--- src/rtl/pid_update_scheduler.sv ---
// pid_update_scheduler: sweeps NUM_MOTORS channels through one shared PID per period.
// Optional build macro PID_SCHED_SKIP_DISABLED_EN: disabled channels are skipped.
module pid_update_scheduler #(
  parameter int NUM_MOTORS     = 6,
  parameter int PERIOD_CYCLES  = 50000,
  parameter int SETTLE_CYCLES  = 2,
  parameter int CAPTURE_CYCLES = 2,
  localparam int IDX_W = (NUM_MOTORS > 1) ? $clog2(NUM_MOTORS) : 1
) (
  input  logic                    clock,
  input  logic                    reset,
  input  logic                    enable,
  input  logic [NUM_MOTORS-1:0]   motor_enable,
  input  logic signed [15:0]      pwm_in,
  output logic [IDX_W-1:0]        motor_sel,
  output logic                    update_controller,
  output logic [16*NUM_MOTORS-1:0] pwm_out,
  output logic [NUM_MOTORS-1:0]   pwm_valid,
  output logic                    busy,
  output logic                    cycle_done,
  output logic                    overrun
);

  localparam int TMAX = (SETTLE_CYCLES > CAPTURE_CYCLES) ?
                        SETTLE_CYCLES : CAPTURE_CYCLES;
  localparam int TW = (TMAX > 1) ? $clog2(TMAX) : 1;
  localparam int PW = (PERIOD_CYCLES > 1) ? $clog2(PERIOD_CYCLES) : 1;

  localparam logic [TW-1:0]    SET_LAST = TW'(SETTLE_CYCLES - 1);
  localparam logic [TW-1:0]    CAP_LAST = TW'(CAPTURE_CYCLES - 1);
  localparam logic [PW-1:0]    PER_LAST = PW'(PERIOD_CYCLES - 1);
  localparam logic [IDX_W-1:0] IDX_LAST = IDX_W'(NUM_MOTORS - 1);

  typedef enum logic [2:0] {
    IDLE, SELECT, STROBE, WAIT, CAPTURE, DONE
  } state_e;

  state_e                  state_q, state_d;
  logic [IDX_W-1:0]        idx_q, idx_d;
  logic [TW-1:0]           tmr_q, tmr_d;
  logic [PW-1:0]           per_q, per_d;
  logic [16*NUM_MOTORS-1:0] pwm_q, pwm_d;
  logic                    ovr_q, ovr_d;

  logic                    tick;
  logic                    skip;
  logic                    ch_en;
  logic                    slot_wr;
  logic [15:0]             slot_val;
  logic [NUM_MOTORS-1:0]   sel_oh;

  assign tick      = enable && (per_q == PER_LAST);
  assign motor_sel = idx_q;
  assign pwm_out   = pwm_q;
  assign overrun   = ovr_q;

  // period counter: free-runs while enabled, cleared when disabled
  always_comb begin
    per_d = per_q + 1'b1;
    if (!enable || tick) per_d = '0;
  end

  // one-hot decode of the current channel and its enable bit
  always_comb begin
    sel_oh = '0;
    for (int i = 0; i < NUM_MOTORS; i++) begin
      sel_oh[i] = (idx_q == IDX_W'(i));
    end
    ch_en = |(motor_enable & sel_oh);
  end

`ifdef PID_SCHED_SKIP_DISABLED_EN
  assign skip = !ch_en;
`else
  assign skip = 1'b0;
`endif

  // sweep FSM: next state, strobe and capture control
  always_comb begin
    state_d  = state_q;
    idx_d    = idx_q;
    tmr_d    = tmr_q;
    ovr_d    = ovr_q | (tick & (state_q != IDLE));
    slot_wr  = 1'b0;
    slot_val = '0;
    update_controller = 1'b0;
    pwm_valid  = '0;
    cycle_done = 1'b0;
    busy       = (state_q != IDLE);
    unique case (state_q)
      IDLE: begin
        if (tick) begin
          idx_d   = '0;
          tmr_d   = '0;
          state_d = SELECT;
        end
      end
      SELECT: begin
        if (skip && tmr_q == '0) begin
          slot_wr = 1'b1;
          tmr_d   = '0;
          if (idx_q == IDX_LAST) state_d = DONE;
          else idx_d = idx_q + 1'b1;
        end else if (tmr_q == SET_LAST) begin
          tmr_d   = '0;
          state_d = STROBE;
        end else begin
          tmr_d = tmr_q + 1'b1;
        end
      end
      STROBE: begin
        update_controller = 1'b1;
        tmr_d   = '0;
        state_d = WAIT;
      end
      WAIT: begin
        if (tmr_q == CAP_LAST) begin
          tmr_d   = '0;
          state_d = CAPTURE;
        end else begin
          tmr_d = tmr_q + 1'b1;
        end
      end
      CAPTURE: begin
        pwm_valid = sel_oh;
        slot_wr   = 1'b1;
        slot_val  = ch_en ? pwm_in : 16'd0;
        tmr_d     = '0;
        if (idx_q == IDX_LAST) begin
          state_d = DONE;
        end else begin
          idx_d   = idx_q + 1'b1;
          state_d = SELECT;
        end
      end
      DONE: begin
        cycle_done = 1'b1;
        state_d    = IDLE;
      end
      default: state_d = IDLE;
    endcase
  end

  // PWM slot bank write port
  always_comb begin
    pwm_d = pwm_q;
    for (int i = 0; i < NUM_MOTORS; i++) begin
      if (slot_wr && sel_oh[i]) pwm_d[16*i +: 16] = slot_val;
    end
  end

  // state registers, async reset returns everything to zero
  always_ff @(posedge clock or posedge reset) begin
    if (reset) begin
      state_q <= IDLE;
      idx_q   <= '0;
      tmr_q   <= '0;
      per_q   <= '0;
      pwm_q   <= '0;
      ovr_q   <= 1'b0;
    end else begin
      state_q <= state_d;
      idx_q   <= idx_d;
      tmr_q   <= tmr_d;
      per_q   <= per_d;
      pwm_q   <= pwm_d;
      ovr_q   <= ovr_d;
    end
  end

endmodule

--- config.mk ---
export PLATFORM = sky130hd
export DESIGN_NAME = pid_update_scheduler
export DESIGN_NICKNAME = d
export VERILOG_FILES = /design/src/rtl/pid_update_scheduler.sv
export SDC_FILE = /design/constraint.sdc
export NUM_CORES = 1
export LEC_CHECK = 0
export BUFFER_PORTS_ARGS = -buffer_cell sky130_fd_sc_hd__buf_4
export CAP_MARGIN = 40
export CORE_ASPECT_RATIO = 1.4
export CORE_MARGIN = 3
export CORE_UTILIZATION = 52
export CTS_CLUSTER_DIAMETER = 60
export DETAILED_ROUTE_END_ITERATION = 8
export PLACE_DENSITY = 0.81
export SYNTH_ARGS = -nofsm -noshare
export SYNTH_HDL_FRONTEND = slang
export SYNTH_SLANG_ARGS = --single-unit
--- constraint.sdc ---
create_clock -name clock -period 3.9 [get_ports clock]
set_input_delay 0.39 -clock clock [delete_from_list [all_inputs] [get_ports clock]]
set_output_delay 0.39 -clock clock [all_outputs]
set_load 0.02 [all_outputs]
==> results.json, run 1 <==
{
  "insertion_delay_ns": 0.40,
  "tightest_slew_ns": 0.494,
  "vias": 3687,
  "htree_levels": 4,
  "reg2reg_slack_ns": 1.63,
  "rsz0062_at_grt": "no",
  "wl_per_cell_um": 21.0,
  "p_int_mw": 2.42,
  "clkTransAtPathRegs_ns": 0.05,
  "yosys_warnings": 0,
  "post_cts_buffers": 0,
  "yosysSeqAreaShare": 0.610,
  "worstPathArrival_ns": 2.07,
  "cts.sink_count": 120,
  "status": "finished clean",
  "powerDensity_nw_per_um2": 453,
  "drc": 0,
  "slew_headroom": 0.670,
  "hold_path.startpoint": "enable",
  "p_clk_frac": 0.557,
  "seqPwrFrac": 0.417,
  "hpwl_um": 9070,
  "netlist_area_um2": 4920,
  "worstPathMaxFanout": 18,
  "fin_crit_ns": 2.46,
  "detail_route.first_pass.iterations": 5,
  "wirelength_um": 13000,
  "drt_iter0_drc": 193,
  "worstHoldEndpoint": "per_q[2]",
  "core.rowCount": 41,
  "hold_depth": 3,
  "ys_ff_latch": 120,
  "coreArea_um2": 9130,
  "switchingPower_uw": 580,
  "cts_buffer_depth": 2,
  "finalNonFillerCells": 617,
  "grt_pass1_wl_um": 20600,
  "dieArea_um2": 10700,
  "antenna_found_initial": 0,
  "ir_drop_uv": 325,
  "gp_congestion": 0.877,
  "vias_per_cell": 5.98,
  "drive_above_1_share": 0.435,
  "grt_overflow": 0,
  "die_h_um": 121,
  "cts_inserted_buffers": 17,
  "drv_cap": 0,
  "worstReg2RegEnd": "pwm_out[47]",
  "endpoint_kind": "output pin",
  "most-common-layout-cells": "buf_4, dfrtp_1, a22o_1",
  "min_path_type": "in2reg",
  "area_growth_pct": 34.6,
  "max_freq_mhz": 407,
  "grt_use_total": 0.254,
  "p_leak_nw": 3.38,
  "cts_resized": 0,
  "cts_tree": "done",
  "io_pins": 134,
  "grt_start_max_net_pins": 59,
  "hold_buffers": 1,
  "crit_type": "reg2out",
  "portBuffers": 133,
  "layout.nets": 529,
  "syn-num-nets": 391,
  "slew_viol_final": 0,
  "grt_pass1_vias": 3812,
  "r2r-start": "motor_sel[2]",
  "ant_nets": 0,
  "die_w_um": 88.2,
  "avgSynthCellArea_um2": 13.7,
  "tns_ns": 0,
  "diodes": 0,
  "dp_cells": 585,
  "synthesis.instances": 360,
  "cp-start-kind": "flip-flop",
  "worstPathRequired_ns": 3.51,
  "finalSetupViolations": 0,
  "skew_ns": 0.00893,
  "min_period_over_period": 0.630,
  "rr_worst_depth": 6,
  "cts_root_buf": "clkbuf_16",
  "holdWs_ns": 0.265,
  "start_util": 0.539,
  "final_common_cell": "buf_4",
  "yosysUniqueCellTypes": 41,
  "finalHoldViolations": 0,
  "p_comb_frac": 0.026,
  "p_sw_frac": 0.193
}
final cells by class:
class	instances	area, um2
Timing Repair Buffer	137	1050
Sequential cell	120	3000
Clock inverter	7	139
Inverter	13	51.3
Clock buffer	24	502
Fill cell	614	2510
Tap cell	107	134
Multi-Input combinational cell	209	1740
cells by family (layout without fill, tap and decap cells):
family / Yosys count / after routing / share of synthesized area
muxes: 2 / 2 / 0.00458
adders and majority gates: 6 / 6 / 0.0153
AOI/OAI and AO/OA: 115 / 115 / 0.221
buffers and inverters: 31 / 181 / 0.0351
and+or+nand+nor: 71 / 71 / 0.0867
xor gates and xnor gates: 15 / 15 / 0.0267
DFF: 120 / 120 / 0.610
layer usage:
| layer | routed length (um) | share of wire | GRT usage |
|---|---|---|---|
| met5 | 0 | 0 | 0 |
| met4 | 224 | 0.017 | 0.100 |
| met3 | 1000 | 0.077 | 0.0727 |
| met2 | 6530 | 0.50 | 0.390 |
| met1 | 5220 | 0.40 | 0.340 |
registers in the layout (all words and copies together) (netlist names):
signal / cells
per_q: 16
pwm_out: 96
motor_sel: 3
state_q: 3
overrun: 1
tmr_q: 1
synth_stat cells (all sizes together):
master | instances | area, um2
nand2b | 1 | 6.26
o211a | 1 | 10.0
nor2 | 20 | 75.1
inv | 13 | 48.8
o22ai | 1 | 6.26
nand3b | 1 | 7.51
o21ai | 2 | 10.0
ha | 6 | 75.1
clkbuf | 6 | 22.5
and3 | 2 | 12.5
nand3 | 7 | 60.1
a22o | 97 | 896
a21oi | 8 | 119
or2 | 1 | 6.26
nand4 | 7 | 43.8
nor3b | 3 | 33.8
buf | 12 | 101
nor4b | 2 | 32.5
a21o | 1 | 7.51
o31ai | 2 | 15.0
mux2 | 2 | 22.5
and3b | 1 | 8.76
nor3 | 4 | 20.0
dfrtp | 120 | 3000
nor4bb | 2 | 20.0
nor4 | 4 | 25.0
or3 | 1 | 6.26
xnor2 | 12 | 105
a311oi | 1 | 8.76
xor2 | 3 | 26.3
a32o | 1 | 10.0
nand2 | 15 | 68.8
a31oi | 1 | 6.26
stage by stage:
step	worst slack [ns]	area [um2]	power [mW]	util
2_1_floorplan	0.324	4920	1.30	-
3_3_place_gp	1.73	5950	1.34	0.651
3_5_place_dp	1.63	5970	1.35	0.654
4_1_cts	1.47	6620	3.02	0.725
5_1_grt	1.34	6620	3.08	0.725
6_report	1.44	6620	3.00	0.725
power by group through the flow:
stage / logic (mW) / clock network, mW / registers [mW]
2_1_floorplan: 0.0246 / 0 / 1.27
5_1_grt: 0.0847 / 1.75 / 1.25
3_5_place_dp: 0.0766 / 0 / 1.27
4_1_cts: 0.0786 / 1.69 / 1.25
6_report: 0.0770 / 1.67 / 1.25
3_3_place_gp: 0.0714 / 0 / 1.27
critical path, stage by stage (launching register included):
cell     delay [ns]
dfrtp_1        0.61
nor4b_4        0.40
nand2_2        0.33
inv_1          0.17
buf_4          0.16
worst max path at each step:
stage | start | to | slack [ns] | depth (start not counted)
after floorplan | reset | motor_sel[0] | 0.32 | 1
after global placement | motor_sel[2] | pwm_out[10] | 1.73 | 6
after detailed placement | motor_sel[2] | pwm_out[46] | 1.63 | 6
after CTS | state_q[2] | pwm_valid[0] | 1.47 | 4
after global routing | state_q[2] | pwm_valid[0] | 1.34 | 4
final | state_q[2] | pwm_valid[0] | 1.44 | 4
Note: power is estimated with default switching activity, not from simulation.
==> inputs of run 2 (changes only) <==
--- a/config.mk
+++ b/config.mk
@@ -9,10 +9,10 @@
 export CAP_MARGIN = 40
 export CORE_ASPECT_RATIO = 1.4
 export CORE_MARGIN = 3
-export CORE_UTILIZATION = 52
+export CORE_UTILIZATION = 47
 export CTS_CLUSTER_DIAMETER = 60
 export DETAILED_ROUTE_END_ITERATION = 8
-export PLACE_DENSITY = 0.81
+export PLACE_DENSITY = 0.78
 export SYNTH_ARGS = -nofsm -noshare
 export SYNTH_HDL_FRONTEND = slang
 export SYNTH_SLANG_ARGS = --single-unit
==> constraint.sdc (replaced) <==
create_clock -name clock -period 2.2 [get_ports clock]
set_input_delay 0.22 -clock clock [delete_from_list [all_inputs] [get_ports clock]]
set_output_delay 0.22 -clock clock [all_outputs]
set_load 0.02 [all_outputs]
==> run 2 against run 1 <==
  * The flow now finishes with violations (hold timing)
  * Total power is 66% higher
  * Sequential power is 78% higher
  * Combinational power is 70% higher
  * Hold slack worse by 0.27 ns
  * Sequential cell count stayed put
  * Via count is 0.14% lower
  * Clock-buffer cell count is 7 lower
  * Clock power is 58% higher
  * Utilization is 6.4 points lower
  * Global-route usage is 2.3 points lower
  * Clock skew is 0.0017 ns lower
  * Critical endpoint unchanged
  * Routed wire length is 1.4% higher
==> results.json, run 2 (synthesis gave the netlist of run 1 again) <==
{
  "coreArea_um2": 10100,
  "insertion_delay_ns": 0.41,
  "setup_ws_ns": 0.0893,
  "diodes": 0,
  "grt_pass1_wl_um": 20700,
  "slew_headroom": 0.593,
  "max_freq_mhz": 474,
  "drt_iter0_drc": 236,
  "skew_ns": 0.00726,
  "crit_type": "reg2out",
  "grt_pass1_vias": 3652,
  "grt_overflow": 0,
  "finalNonFillerCells": 653,
  "total_power_mw": 4.99,
  "status": "finished, violations left",
  "worstPathRequired_ns": 1.98,
  "violations": "hold timing",
  "worstPathMaxFanout": 17,
  "met1_usage": 0.293,
  "finalSetupViolations": 0,
  "endpoint_kind": "output pin",
  "p_int_mw": 3.82,
  "drive_above_1_share": 0.450,
  "finalHoldViolations": 1,
  "cts_inserted_buffers": 17,
  "detail_route.first_pass.iterations": 4,
  "gr-max-usage-layer": "met2",
  "most-common-layout-cells": "buf_4, dfrtp_1, a22o_1",
  "final_util": 0.661,
  "portBuffers": 133,
  "min_period_over_period": 0.959,
  "preCtsSetupSlack_ns": 0.115,
  "io_pins": 134,
  "p_leak_nw": 3.37,
  "vias": 3682,
  "die_h_um": 127,
  "start_util": 0.489,
  "grt_use_total": 0.231,
  "global_route.usage.met3": 0.0766,
  "worstPathArrival_ns": 1.89,
  "cts_root_buf": "clkbuf_16",
  "rsz0062_at_grt": "yes",
  "ir_drop_uv": 627,
  "cts_buffer_depth": 2,
  "tightest_slew_ns": 0.610,
  "min_path_type": "in2async",
  "final_common_cell": "buf_4",
  "fin_crit_ns": 2.11,
  "tns_ns": 0,
  "p_clk_frac": 0.529,
  "largest_reg_flops": 96,
  "hpwl_um": 9050,
  "cp-start-kind": "flip-flop",
  "hold_buffers": 0,
  "p_sw_frac": 0.233,
  "gp_congestion": 0.896,
  "wirelength_um": 13200,
  "area_growth_pct": 35.3,
  "drc": 0,
  "clkTransAtPathRegs_ns": 0.06,
  "core.rowCount": 43,
  "seqPwrFrac": 0.445,
  "ant_nets": 0,
  "antenna_found_initial": 0,
  "dpl-instance-area_um2": 6050,
  "cts_tree": "done",
  "grt_start_max_net_pins": 121,
  "reg2reg_slack_ns": 0.13,
  "slew_viol_final": 0,
  "powerDensity_nw_per_um2": 749,
  "htree_levels": 4,
  "switchingPower_mw": 1.16,
  "holdWs_ns": -0.00155,
  "final_area_um2": 6660,
  "layout.nets": 536,
  "die_w_um": 92.5,
  "vias_per_cell": 5.64,
  "dp_cells": 620,
  "wl_per_cell_um": 20.1,
  "drv_cap": 0,
  "p_comb_frac": 0.026,
  "dieArea_um2": 11700,
  "cts.sink_count": 120,
  "grtUsageMet2": 0.377
}
## run 2: layout make-up
class                   instances  area (um2)
clock buffers                  17         425
clock inverters                15         144
fillers                       707        3410
inverters                      13        52.6
multi-input cells             209        1740
flip-flops and latches        120        3000
well taps                     135         169
repair buffers                144        1120
## run 2: final timing paths
kind / to / cells after the start / from
min in group clock: per_q[2] / 3 / enable
max in group asynchronous: pwm_out[58] / 3 / reset
max: pwm_valid[0] / 6 / motor_sel[2]
max reg2reg: pwm_out[94] / 7 / motor_sel[0]
min: pwm_out[84] / 3 / reset
min reg2reg: overrun / 1 / overrun
## run 2: metal layers
metal,wire [um],up-vias
li1,-,1641
met1,5440,1871
met2,6650,154
met3,868,16
met4,200,0
met5,0,-
## run 2: critical path, cell delays in order, from the launching register on
cell and delay (ns):
dfrtp_1 0.37, buf_4 0.19, nor4b_4 0.40, nand2_2 0.14, buf_6 0.18, inv_1 0.07
buf_4 0.13
## run 2: power groups by stage
stage          clock [mW]  sequential [mW]  combinational, mW
2_1_floorplan           0             2.26             0.0440
3_3_place_gp            0             2.26              0.129
3_5_place_dp            0             2.26              0.133
4_1_cts              2.68             2.22              0.134
5_1_grt              2.78             2.22              0.144
6_report             2.64             2.22              0.131
## run 2: timing repair
| action | CTS | global route |
|---|---|---|
| gates resized for setup | 0 | 3 |
| buffers inserted | 0 | 1 |
| setup endpoints to repair | 0 | 45 |
==> inputs of run 3 (changes only) <==
--- a/config.mk
+++ b/config.mk
@@ -9,10 +9,11 @@
 export CAP_MARGIN = 40
 export CORE_ASPECT_RATIO = 1.4
 export CORE_MARGIN = 3
-export CORE_UTILIZATION = 47
+export CORE_UTILIZATION = 52
 export CTS_CLUSTER_DIAMETER = 60
 export DETAILED_ROUTE_END_ITERATION = 8
-export PLACE_DENSITY = 0.78
+export PLACE_DENSITY = 0.81
+export SETUP_SLACK_MARGIN = 0.3
 export SYNTH_ARGS = -nofsm -noshare
 export SYNTH_HDL_FRONTEND = slang
 export SYNTH_SLANG_ARGS = --single-unit
==> constraint.sdc (replaced) <==
create_clock -name clock -period 2.4 [get_ports clock]
set_input_delay 0.24 -clock clock [delete_from_list [all_inputs] [get_ports clock]]
set_output_delay 0.24 -clock clock [all_outputs]
set_load 0.02 [all_outputs]
==> run 3 against run 2 <==
  * The flow now finishes without violations
  * Clock skew rose by 0.0038 ns
  * First-iteration DRC count rose by 31%
  * Clock power fell by 2%
  * Sequential cell count did not move
  * Sequential power fell by 9%
  * Via count rose by 8.4%
  * Routed wire length rose by 9.2%
  * Sequential share of layout area fell by 1.7 points
==> results.json, run 3 (synthesis gave the netlist of run 1 again) <==
{
  "rsz0062_at_grt": "yes",
  "cts_root_buf": "clkbuf_16",
  "cts_tree": "done",
  "grt_pass1_vias": 3835,
  "gp_congestion": 0.886,
  "p_sw_frac": 0.198,
  "io_pins": 134,
  "fillers": 549,
  "crit_type": "reg2out",
  "worstPathMaxFanout": 17,
  "tns_ns": 0,
  "p_int_mw": 3.80,
  "finalSetupViolations": 0,
  "final_common_cell": "buf_4",
  "max_stage_delay_ns": 0.39,
  "die_w_um": 88.2,
  "grt_start_max_net_pins": 121,
  "portBuffers": 133,
  "final_area_um2": 6910,
  "drv_cap": 0,
  "seqPwrFrac": 0.430,
  "p_comb_frac": 0.025,
  "core.rowCount": 41,
  "powerDensity_nw_per_um2": 685,
  "final_util": 0.757,
  "die_h_um": 121,
  "worstPathArrival_ns": 1.85,
  "antenna_found_initial": 0,
  "skew_ns": 0.0110,
  "switchingPower_uw": 936,
  "coreArea_um2": 9130,
  "critPathSlowestCell": "dfrtp_1",
  "slew_headroom": 0.588,
  "grt_pass1_wl_um": 20800,
  "path_cells": "buf_6 > nor4b_4 > nand2_2 > buf_6 > inv_1 > buf_4",
  "grt_overflow": 0,
  "p_clk_frac": 0.545,
  "layout.nets": 553,
  "htree_levels": 4,
  "slew_viol_final": 0,
  "drive_above_1_share": 0.469,
  "start_util": 0.539,
  "finalHoldViolations": 0,
  "ir_drop_uv": 617,
  "diodes": 0,
  "holdWs_ns": 0.0219,
  "detail_route.first_pass.iterations": 5,
  "drt_iter0_drc": 309,
  "vias": 3990,
  "cp-start-kind": "flip-flop",
  "drc": 0,
  "p_leak_nw": 3.51,
  "wl_per_cell_um": 22.4,
  "most-common-layout-cells": "buf_4, dfrtp_1, a22o_1",
  "ant_nets": 0,
  "path_common_cell": "buf_6",
  "dieArea_um2": 10700,
  "rr_worst_depth": 8,
  "clkTransAtPathRegs_ns": 0.05,
  "grt_use_total": 0.258,
  "worstPathRequired_ns": 2.16,
  "cts.sink_count": 120,
  "dpl-instance-area_um2": 5990,
  "min_period_over_period": 0.869,
  "endpoint_kind": "output pin",
  "wirelength_um": 14400,
  "hpwl_um": 8990,
  "fin_crit_ns": 2.09,
  "vias_per_cell": 6.21,
  "insertion_delay_ns": 0.40,
  "cts_inserted_buffers": 17,
  "tightest_slew_ns": 0.618,
  "min_path_type": "in2async",
  "max_freq_mhz": 479,
  "area_growth_pct": 40.5,
  "status": "finished clean",
  "largest_reg_flops": 96,
  "cts_buffer_depth": 2
}
run 3: cell types whose count changed in the layout (fill, tap and decap cells not counted), moves of 4 or more:
cell      before  now
buf_12         2    8
buf_4        139  149
clkbuf_8       0    4
clkinv_4       4    0
inv_6          4    0
run 3: cell type report:
type                       instances  area, um2  area share
multi-input combinational        209       1800       0.260
tap                              107        134      0.0194
sequential                       120       3010       0.435
timing repair buffer             161       1320       0.191
clock inverter                     8        118      0.0170
inverter                          13       52.6     0.00760
clock buffer                      24        492      0.0711
run 3: metrics by stage:
stage | std cells | power (mW) | worst slack [ns]
2_1_floorplan | 360 | 2.11 | 0.311
3_3_place_gp | 588 | 2.19 | 0.382
3_5_place_dp | 588 | 2.19 | 0.266
4_1_cts | 627 | 4.76 | 0.268
5_1_grt | 642 | 4.86 | 0.260
6_report | 642 | 4.74 | 0.314
run 3: layer usage:
metal | vias up | GRT usage | share of wire
met5 | - | 0 | 0
met3 | 31 | 0.0645 | 0.076
met4 | 0 | 0.123 | 0.029
met1 | 2021 | 0.321 | 0.38
met2 | 241 | 0.416 | 0.52
li1 | 1697 | - | -
run 3: final timing paths:
kind / from / to / slack, ns
hold / removal: reset / pwm_out[55] / 0.02
min in group clock: enable / per_q[1] / 0.11
max in group asynchronous: reset / state_q[0] / 1.92
hold reg to reg: overrun / overrun / 0.48
setup reg to reg: motor_sel[0] / pwm_out[95] / 0.35
setup / recovery: motor_sel[2] / pwm_valid[1] / 0.31
run 3: power by group through the flow:
stage	Sequential (mW)	Clock [mW]	Combinational [mW]
2_1_floorplan	2.07	0	0.0404
3_3_place_gp	2.07	0	0.118
3_5_place_dp	2.07	0	0.119
4_1_cts	2.03	2.60	0.120
5_1_grt	2.03	2.69	0.129
6_report	2.03	2.58	0.118
run 3: critical path: cells and delay by family, from the launching register on:
kind | cells | cell delay [ns]
buffers and inverters | 4 | 0.54
flip-flops | 1 | 0.39
AND/OR/NAND/NOR | 2 | 0.51
run 3: repair_timing:
item / 4_1_cts / 5_1_grt
buffers inserted: 7 / 15
hold buffers: 0 / 0
setup endpoints to repair: 69 / 85
resized for setup: 10 / 3
hold endpoints to repair: 0 / 0
pin swaps: 4 / 7
